$ cat src/rtl/pc_gen_pkg.sv
// Shared fetch-stage types and defaults for the PC generator.
// Holds the fetch FSM state type, the redirect bundle and reset defaults.
package pc_gen_pkg;

    localparam int          XLEN_DEF     = 64;
    localparam int          NREDIR_DEF   = 3;
    localparam int          STEP_DEF     = 4;
    localparam logic [63:0] RESET_PC_DEF = 64'h8000_0000;

    // REQ     : request on the bus, waiting for acceptance
    // WAIT    : request accepted, waiting for the response
    // DISCARD : accepted request became stale, drop its response
    // HOLD    : instruction presented to decode
    typedef enum logic [1:0] {
        REQ     = 2'd0,
        WAIT    = 2'd1,
        DISCARD = 2'd2,
        HOLD    = 2'd3
    } fetch_state_t;

    typedef struct packed {
        logic                valid;
        logic [XLEN_DEF-1:0] pc;
    } redirect_t;

endpackage

$ cat src/rtl/pc_gen_redir_arb.sv
// Fixed-priority redirect arbiter: lowest index with a valid request wins.
// Ports: valid_i/pc_i per-channel requests, any_o/tgt_o winning target.
module redir_arb #(
    parameter int NREDIR = 3,
    parameter int XLEN   = 64
) (
    input  logic [NREDIR-1:0]      valid_i,
    input  logic [NREDIR*XLEN-1:0] pc_i,
    output logic                   any_o,
    output logic [XLEN-1:0]        tgt_o
);

    // Walk from the lowest priority upward so channel 0 is written last.
    always_comb begin
        any_o = 1'b0;
        tgt_o = '0;
        for (int i = NREDIR - 1; i >= 0; i--) begin
            if (valid_i[i]) begin
                any_o = 1'b1;
                tgt_o = pc_i[i*XLEN +: XLEN];
            end
        end
    end

endmodule

$ cat src/rtl/pc_gen.sv
// Fetch PC generator: drives the instruction bus and holds one instruction
// for decode. Ports: redirects in, ireq_* bus request, iresp_* data, out_* decode.
module pc_gen
    import pc_gen_pkg::*;
#(
    parameter int              XLEN     = XLEN_DEF,
    parameter logic [XLEN-1:0] RESET_PC = XLEN'(RESET_PC_DEF),
    parameter int              NREDIR   = NREDIR_DEF,
    parameter int              STEP     = STEP_DEF
) (
    input  logic                   clk,
    input  logic                   reset,
    input  logic                   stall,
    input  logic [NREDIR-1:0]      redir_valid,
    input  logic [NREDIR*XLEN-1:0] redir_pc,
    output logic                   ireq_valid,
    output logic [XLEN-1:0]        ireq_addr,
    input  logic                   ireq_ready,
    input  logic                   iresp_valid,
    input  logic [31:0]            iresp_data,
    output logic                   out_valid,
    output logic [XLEN-1:0]        out_pc,
    output logic [31:0]            out_instr
);

    fetch_state_t    state_q, state_d;
    logic [XLEN-1:0] pc_q, pc_d;
    logic            outv_q, outv_d;
    logic [XLEN-1:0] outpc_q, outpc_d;
    logic [31:0]     outin_q, outin_d;

    logic            redir;
    logic [XLEN-1:0] tgt;

    redir_arb #(
        .NREDIR (NREDIR),
        .XLEN   (XLEN)
    ) u_arb (
        .valid_i (redir_valid),
        .pc_i    (redir_pc),
        .any_o   (redir),
        .tgt_o   (tgt)
    );

    always_comb begin
        state_d = state_q;
        pc_d    = pc_q;
        outv_d  = outv_q;
        outpc_d = outpc_q;
        outin_d = outin_q;
        unique case (state_q)
            REQ: begin
                // A redirect may retarget an unaccepted request freely;
                // once accepted, the old request is in flight and stale.
                if (redir) begin
                    pc_d = tgt;
                    if (ireq_ready) state_d = DISCARD;
                end else if (ireq_ready) begin
                    state_d = WAIT;
                end
            end
            WAIT: begin
                if (redir) begin
                    pc_d    = tgt;
                    state_d = iresp_valid ? REQ : DISCARD;
                end else if (iresp_valid) begin
                    outin_d = iresp_data;
                    outpc_d = pc_q;
                    outv_d  = 1'b1;
                    state_d = HOLD;
                end
            end
            DISCARD: begin
                if (redir) pc_d = tgt;
                if (iresp_valid) state_d = REQ;
            end
            HOLD: begin
                if (redir) begin
                    outv_d  = 1'b0;
                    pc_d    = tgt;
                    state_d = REQ;
                end else if (!stall) begin
                    outv_d  = 1'b0;
                    pc_d    = pc_q + XLEN'(STEP);
                    state_d = REQ;
                end
            end
        endcase
    end

    always_ff @(posedge clk) begin
        if (reset) begin
            state_q <= REQ;
            pc_q    <= RESET_PC;
            outv_q  <= 1'b0;
            outpc_q <= '0;
            outin_q <= '0;
        end else begin
            state_q <= state_d;
            pc_q    <= pc_d;
            outv_q  <= outv_d;
            outpc_q <= outpc_d;
            outin_q <= outin_d;
        end
    end

    assign ireq_valid = (state_q == REQ) && !reset;
    assign ireq_addr  = pc_q;
    assign out_valid  = outv_q;
    assign out_pc     = outpc_q;
    assign out_instr  = outin_q;

endmodule

$ cat config.mk
export PLATFORM = sky130hd
export DESIGN_NAME = pc_gen
export DESIGN_NICKNAME = d
export VERILOG_FILES = /design/src/rtl/pc_gen_pkg.sv /design/src/rtl/pc_gen_redir_arb.sv /design/src/rtl/pc_gen.sv
export SDC_FILE = /design/constraint.sdc
export NUM_CORES = 1
export LEC_CHECK = 0
export ABC_AREA = 1
export BUFFER_PORTS_ARGS = -buffer_cell sky130_fd_sc_hd__buf_2
export CORE_AREA = 3 3 153 155
export CTS_CLUSTER_SIZE = 30
export DETAILED_ROUTE_END_ITERATION = 6
export DIE_AREA = 0 0 156 158
export PLACE_DENSITY_LB_ADDON = 0.08
export SLEW_MARGIN = 20
export SYNTH_ARGS = -nofsm -noshare
export SYNTH_HDL_FRONTEND = slang
export SYNTH_HIERARCHICAL = 1
export SYNTH_SLANG_ARGS = --single-unit
$ cat constraint.sdc
create_clock -name clk -period 2.51 [get_ports clk]
set_clock_uncertainty 0.2 [all_clocks]
set_input_delay 0.502 -clock clk [delete_from_list [all_inputs] [get_ports clk]]
set_output_delay 0.502 -clock clk [all_outputs]
set_load 0.005 [all_outputs]
Word level (Yosys, flattened, before mapping)
Cells that the tools add are included.
- register bits after elaboration: 163
- bits of input ports: 232
- output and inout bits: 162
- word-level logic and storage cells: 51
- add/subtract/negate cells: 1
- equality and inequality tests: 10
- mux-type cells: 25
- bitwise gates (word level): 1
- reductions and logical operators: 9
- operators with widths (kind ; number):
    $mux 64 ; 6
    $pmux 64 s2 ; 1
    $add 64x3->64 const B ; 1
    $mux 2 ; 9
    $ne 2x2->1 const B ; 4
    $pmux 2 s4 ; 1
    $reduce_and 4->1 ; 2
    $mux 1 ; 7
    $ne 3x3->1 const B ; 2
    $eq 2x2->1 const B ; 2
    $reduce_and 3->1 ; 1
    $reduce_or 3->1 ; 1
    $eq 2x1->1 const B ; 1
    $logic_not 2->1 ; 1
    $ne 2x1->1 const B ; 1
    $pmux 1 s2 ; 1
    $reduce_and 2->1 ; 1
    $reduce_bool 2->1 ; 1
    $logic_and 1x1->1 ; 1
    $logic_not 1->1 ; 1
    $not 1->1 ; 1

Depth between registers and ports, before layout
- depth after elaboration: 5
- depth in mapped cells: 12
- mapped depth without buffers: 11

Cells and area by module
Netlist, hierarchy kept.
- by module, submodules not included (module ; times used ; cells each ; area an instance (µm²) ; seq. area each (µm²)):
    pc_gen ; 1 ; 1318 ; 8506.9 ; 3263.1
    redir_arb ; 1 ; 486 ; 1893.1 ; 0.0

Worst setup path before layout
Ideal clock, no wire load.
- path kind: input to register
- from: in redir_valid[0]
- to: reg outpc_q[5] (netlist: out_pc[5])
- data arrival time: 1.978 ns
- required time: 2.182 ns
- setup slack: 0.204 ns
- stages on the path: 11
- path buffers: 5
- path through: inv_1 -> buf_2 -> buf_2 -> nand2_1 -> buf_4 -> nor2_2 -> nand2_1 -> inv_2 -> buf_2 -> buf_2 -> a21oi_1
- longest elaborated chain between the ends: 3
- RTL lines (item ; line ; RTL):
    start: declaration ; pc_gen.sv:14 ; input logic [NREDIR-1:0] redir_valid,
    $mux 1 ; pc_gen_redir_arb.sv:18 ; if (valid_i[i]) begin
    net redir ; pc_gen.sv:32 ; logic redir;
    $not 1->1 (no line) ; n/a ;
    $reduce_and 3->1 (no line) ; n/a ;
    end signal: assignment ; pc_gen.sv:102 ; outpc_q <= outpc_d;
    end: declaration ; pc_gen.sv:29 ; logic [XLEN-1:0] outpc_q, outpc_d;
The timed path passes the listed nets, and every way through them passes these cells.
A chain may end at the register's enable or synchronous reset.

Final worst setup path
- from: reg pc_q[15] (netlist: ireq_addr[15])
- to: reg pc_q[30] (netlist: ireq_addr[30])
- longest elaborated chain between the ends: 4
- RTL lines (item ; line ; RTL):
    start: declaration ; pc_gen.sv:27 ; logic [XLEN-1:0] pc_q, pc_d;
    start signal: assignment ; pc_gen.sv:100 ; pc_q <= pc_d;
    $add 64x3->64 ; pc_gen.sv:84 ; pc_d = pc_q + XLEN'(STEP);
    $mux 64 ; pc_gen.sv:82 ; end else if (!stall) begin
    $mux 64 ; pc_gen.sv:78 ; if (redir) begin
    $pmux 64 s2 ; pc_gen.sv:51 ; unique case (state_q)
Every way passes these cells. The select of a mux whose other input is x is not followed.

==> metrics.md <==
| Metric | Value |
|---|---|
| Run status | `complete, no violations` |
| Rows | `54` |
| Post-route ant nets | `0` |
| IO Port Bufs | `393` |
| CTS tree | `yes` |
| TritonCTS Sinks | `163` |
| CTS root buf | `clkbuf_16` |
| Clock-pin slew on the worst setup and hold paths | `80 ps` |
| Setup ws final | `172.9 ps` |
| Synth warn | `6` |
| GR Util met2 | `57.75%` |
| Sequential cell area fraction in the yosys report | `31.38%` |
| Layout area overhead | `29.15%` |
| LEAKAGE | `0.006478 uW` |
| Synthesis-stage register bit count | `163` |
| Crit path cell chain | `nand2_1 > nor2_1 > nand2_1 > nor2_1 > nand2_1 > xor2_1 > nand2_1 > nand2_1 > a21oi_1` |
| Post-Route WL | `42780 um` |
| Fin. Hold Viols | `0` |
| Core Area | `21960 um^2` |
| Max IR drop VDD | `0.3721 mV` |
| Mean post-synth cell area | `5.765 um^2` |
| Die footprint | `24650 um^2` |
| Synthesized netlist net count | `2037` |
| GR Layer Usage met1 | `41.16%` |
| Average via count per standard cell | `5.288` |
| Drt initial violations | `1334` |
| Tot GR Track Use | `33.30%` |
| Top cell by count, worst path | `nand2_1` |
| Largest net degree at the start of global routing | `129` |
| DR WL/cell | `17.35 um` |
| Die X | `156 um` |
| Grt met3 use | `4.565%` |
| Slowest cell delay on critical path | `480 ps` |
| Power Density | `510.5 nW/um^2` |
| Max clock buf depth | `2` |
| Final max-slew violation count | `0` |
| Worst EP arrival | `2500 ps` |
| FF/Latch Area | `3263 um^2` |
| Commonest cells post-synth | `566 x nor2_1, 439 x nand2_1, 163 x dfxtp_1` |
| Initial antenna violation count | `1` |
| # fillers | `2252` |
| 1st-pass router iterations | `6` |
| DRC | `0` |
| Total power | `6857 uW` |
| Ys flop type | `dfxtp_1` |
| CP Data Required Time | `2670 ps` |
| EDFF count, synth | `0` |
| Worst Path Max Fanout | `6` |
| Hpwl dp | `33690 um` |
| Top cell type's share of synthesized area | `31.38%` |
| Non-Filler Instances | `2466` |
| Worst-Skew Late Latency | `440 ps` |
| Crit path kind | `flip-flop to flip-flop` |
| # Max-Cap Violations | `0` |
| H-tree depth | `4` |
| Gr ovfl total | `0` |
| Vias in the first global route | `11850` |
| Worst slew pin tran | `535.1 ps` |
| Gr busiest metal | `met2` |
| CP Capture Type | `flip-flop` |
| Yosys top cell by area | `dfxtp_1` |
| Final TNS setup | `0 ps` |
| Dpl ws | `200.7 ps` |
| HP Class | `input port to flip-flop` |
| Crit path time final | `2337 ps` |
| Die height | `158 um` |
| Most common cell in the netlist | `nor2_1` |
| PostCTS Resize Cnt | `0` |
| Netlist cell types | `41` |
| Routability cong. | `1.004` |
| CTS Buf Count | `17` |
| Post-CTS Setup Repair Bufs | `0` |
| Hold slack | `110.9 ps` |
| Final setup violating endpoints | `0` |
| Final Cycle Share | `93.11%` |
| Starting Density | `47.36%` |
| Multi-input gate area in the final layout | `6238 um^2` |
| CP startpoint kind | `flip-flop` |
| Async set or reset register ratio after synthesis | `0%` |
| Crit path max-delay cell type | `dfxtp_1` |
| DR vias | `13040` |
| Cts hold-fix bufs | `0` |
| Placed Cells incl. Taps | `2433` |
| RSZ-0062 raised after global routing | `false` |
| Synthesized area | `10400 um^2` |
| Top post-synthesis cells by area | `dfxtp_1 31%, nor2_1 20%, nand2_1 16%, o21ai_0 7.0%, a21oi_1 4.4%` |
| I/O pins | `394` |
| First-pass GRT wire length | `64130 um` |
| Max Fclk | `0.4279 GHz` |
| Share of layout cells above drive strength 1 | `24.62%` |
| Nets@finish | `2405` |
| Max-slew headroom | `64.33%` |
| Synth Instances | `1804` |
-- registers in the layout, indices dropped and copies added, names as in the netlist --
name / cells
ireq_addr: 64
out_pc: 64
out_instr: 32
state_q: 2
out_valid: 1
-- stage by stage --
| step | cell area (um^2) | util [%] |
|---|---|---|
| final | 13430 | 61.17 |
| after global routing | 13430 | 61.17 |
| after CTS | 13430 | 61.16 |
| after detailed placement | 12820 | 58.39 |
| after global placement | 12820 | 58.39 |
| after floorplan | 10400 | - |
-- report_power, final --
| group | leakage [uW] | total, uW | switching, uW | internal (uW) |
|---|---|---|---|---|
| Combinational | 0.00485 | 1280 | 750 | 526 |
| Clock | 0.000294 | 2710 | 1350 | 1360 |
| Sequential | 0.00133 | 2870 | 166 | 2710 |
-- placed cells by master (no fill, tap or decap), types with 5 or more instances in the layout --
master | synthesis | final
a21oi_1 | 91 | 91
buf_12 | 0 | 14
buf_2 | 43 | 392
buf_4 | 18 | 42
clkbuf_16 | 0 | 17
clkinv_8 | 0 | 5
dfxtp_1 | 163 | 163
inv_1 | 98 | 96
inv_2 | 8 | 7
inv_8 | 0 | 6
nand2_1 | 439 | 438
nand2_2 | 12 | 13
nand3_1 | 71 | 71
nand4_1 | 13 | 13
nor2_1 | 566 | 566
nor2_2 | 9 | 9
nor2_4 | 8 | 8
nor3_1 | 15 | 15
o211ai_1 | 5 | 5
o21ai_0 | 145 | 145
o21ai_1 | 7 | 7
o221ai_1 | 12 | 12
-- cells by family after synthesis --
group / Yosys count / synth area share (%)
AO/OA/AOI/OAI: 278 / 14.52
XOR/XNOR: 3 / 0.2527
adder cells (fa/ha/maj): 1 / 0.1203
buffers and inverters: 207 / 8.662
flip-flops: 163 / 31.38
AND/OR/NAND/NOR: 1152 / 45.07
-- final cells by class --
type	instances	area share, %
clock inverters	15	1.360
clock buffers	17	3.167
repair buffers	448	19.04
inverters	108	3.065
multi-input cells	1434	46.45
well taps	280	2.608
diodes	1	0.01863
flip-flops and latches	163	24.29
-- path summary, 6_finish.rpt --
kind	start	end	slack, ps	cells after the start
max reg2reg	ireq_addr[15]	ireq_addr[30]	170	9
max	ireq_addr[15]	ireq_addr[30]	170	9
min	iresp_data[9]	out_instr[9]	110	3
min reg2reg	out_instr[24]	out_instr[24]	280	2
-- worst max-delay path, delay by kind of cell (launching register included) --
| family | cells | cell delay (ps) |
|---|---|---|
| flip-flops | 1 | 480 |
| AND/OR/NAND/NOR | 7 | 1270 |
| AO/OA/AOI/OAI | 1 | 130 |
| XOR/XNOR | 1 | 190 |
-- layer usage --
layer / part of all wire, % / vias to the layer above
li1: - / 6458
met1: 41 / 5884
met2: 48 / 591
met3: 7.2 / 106
met4: 4.3 / 0
met5: 0 / -
Power figures use the tool's default switching activity.
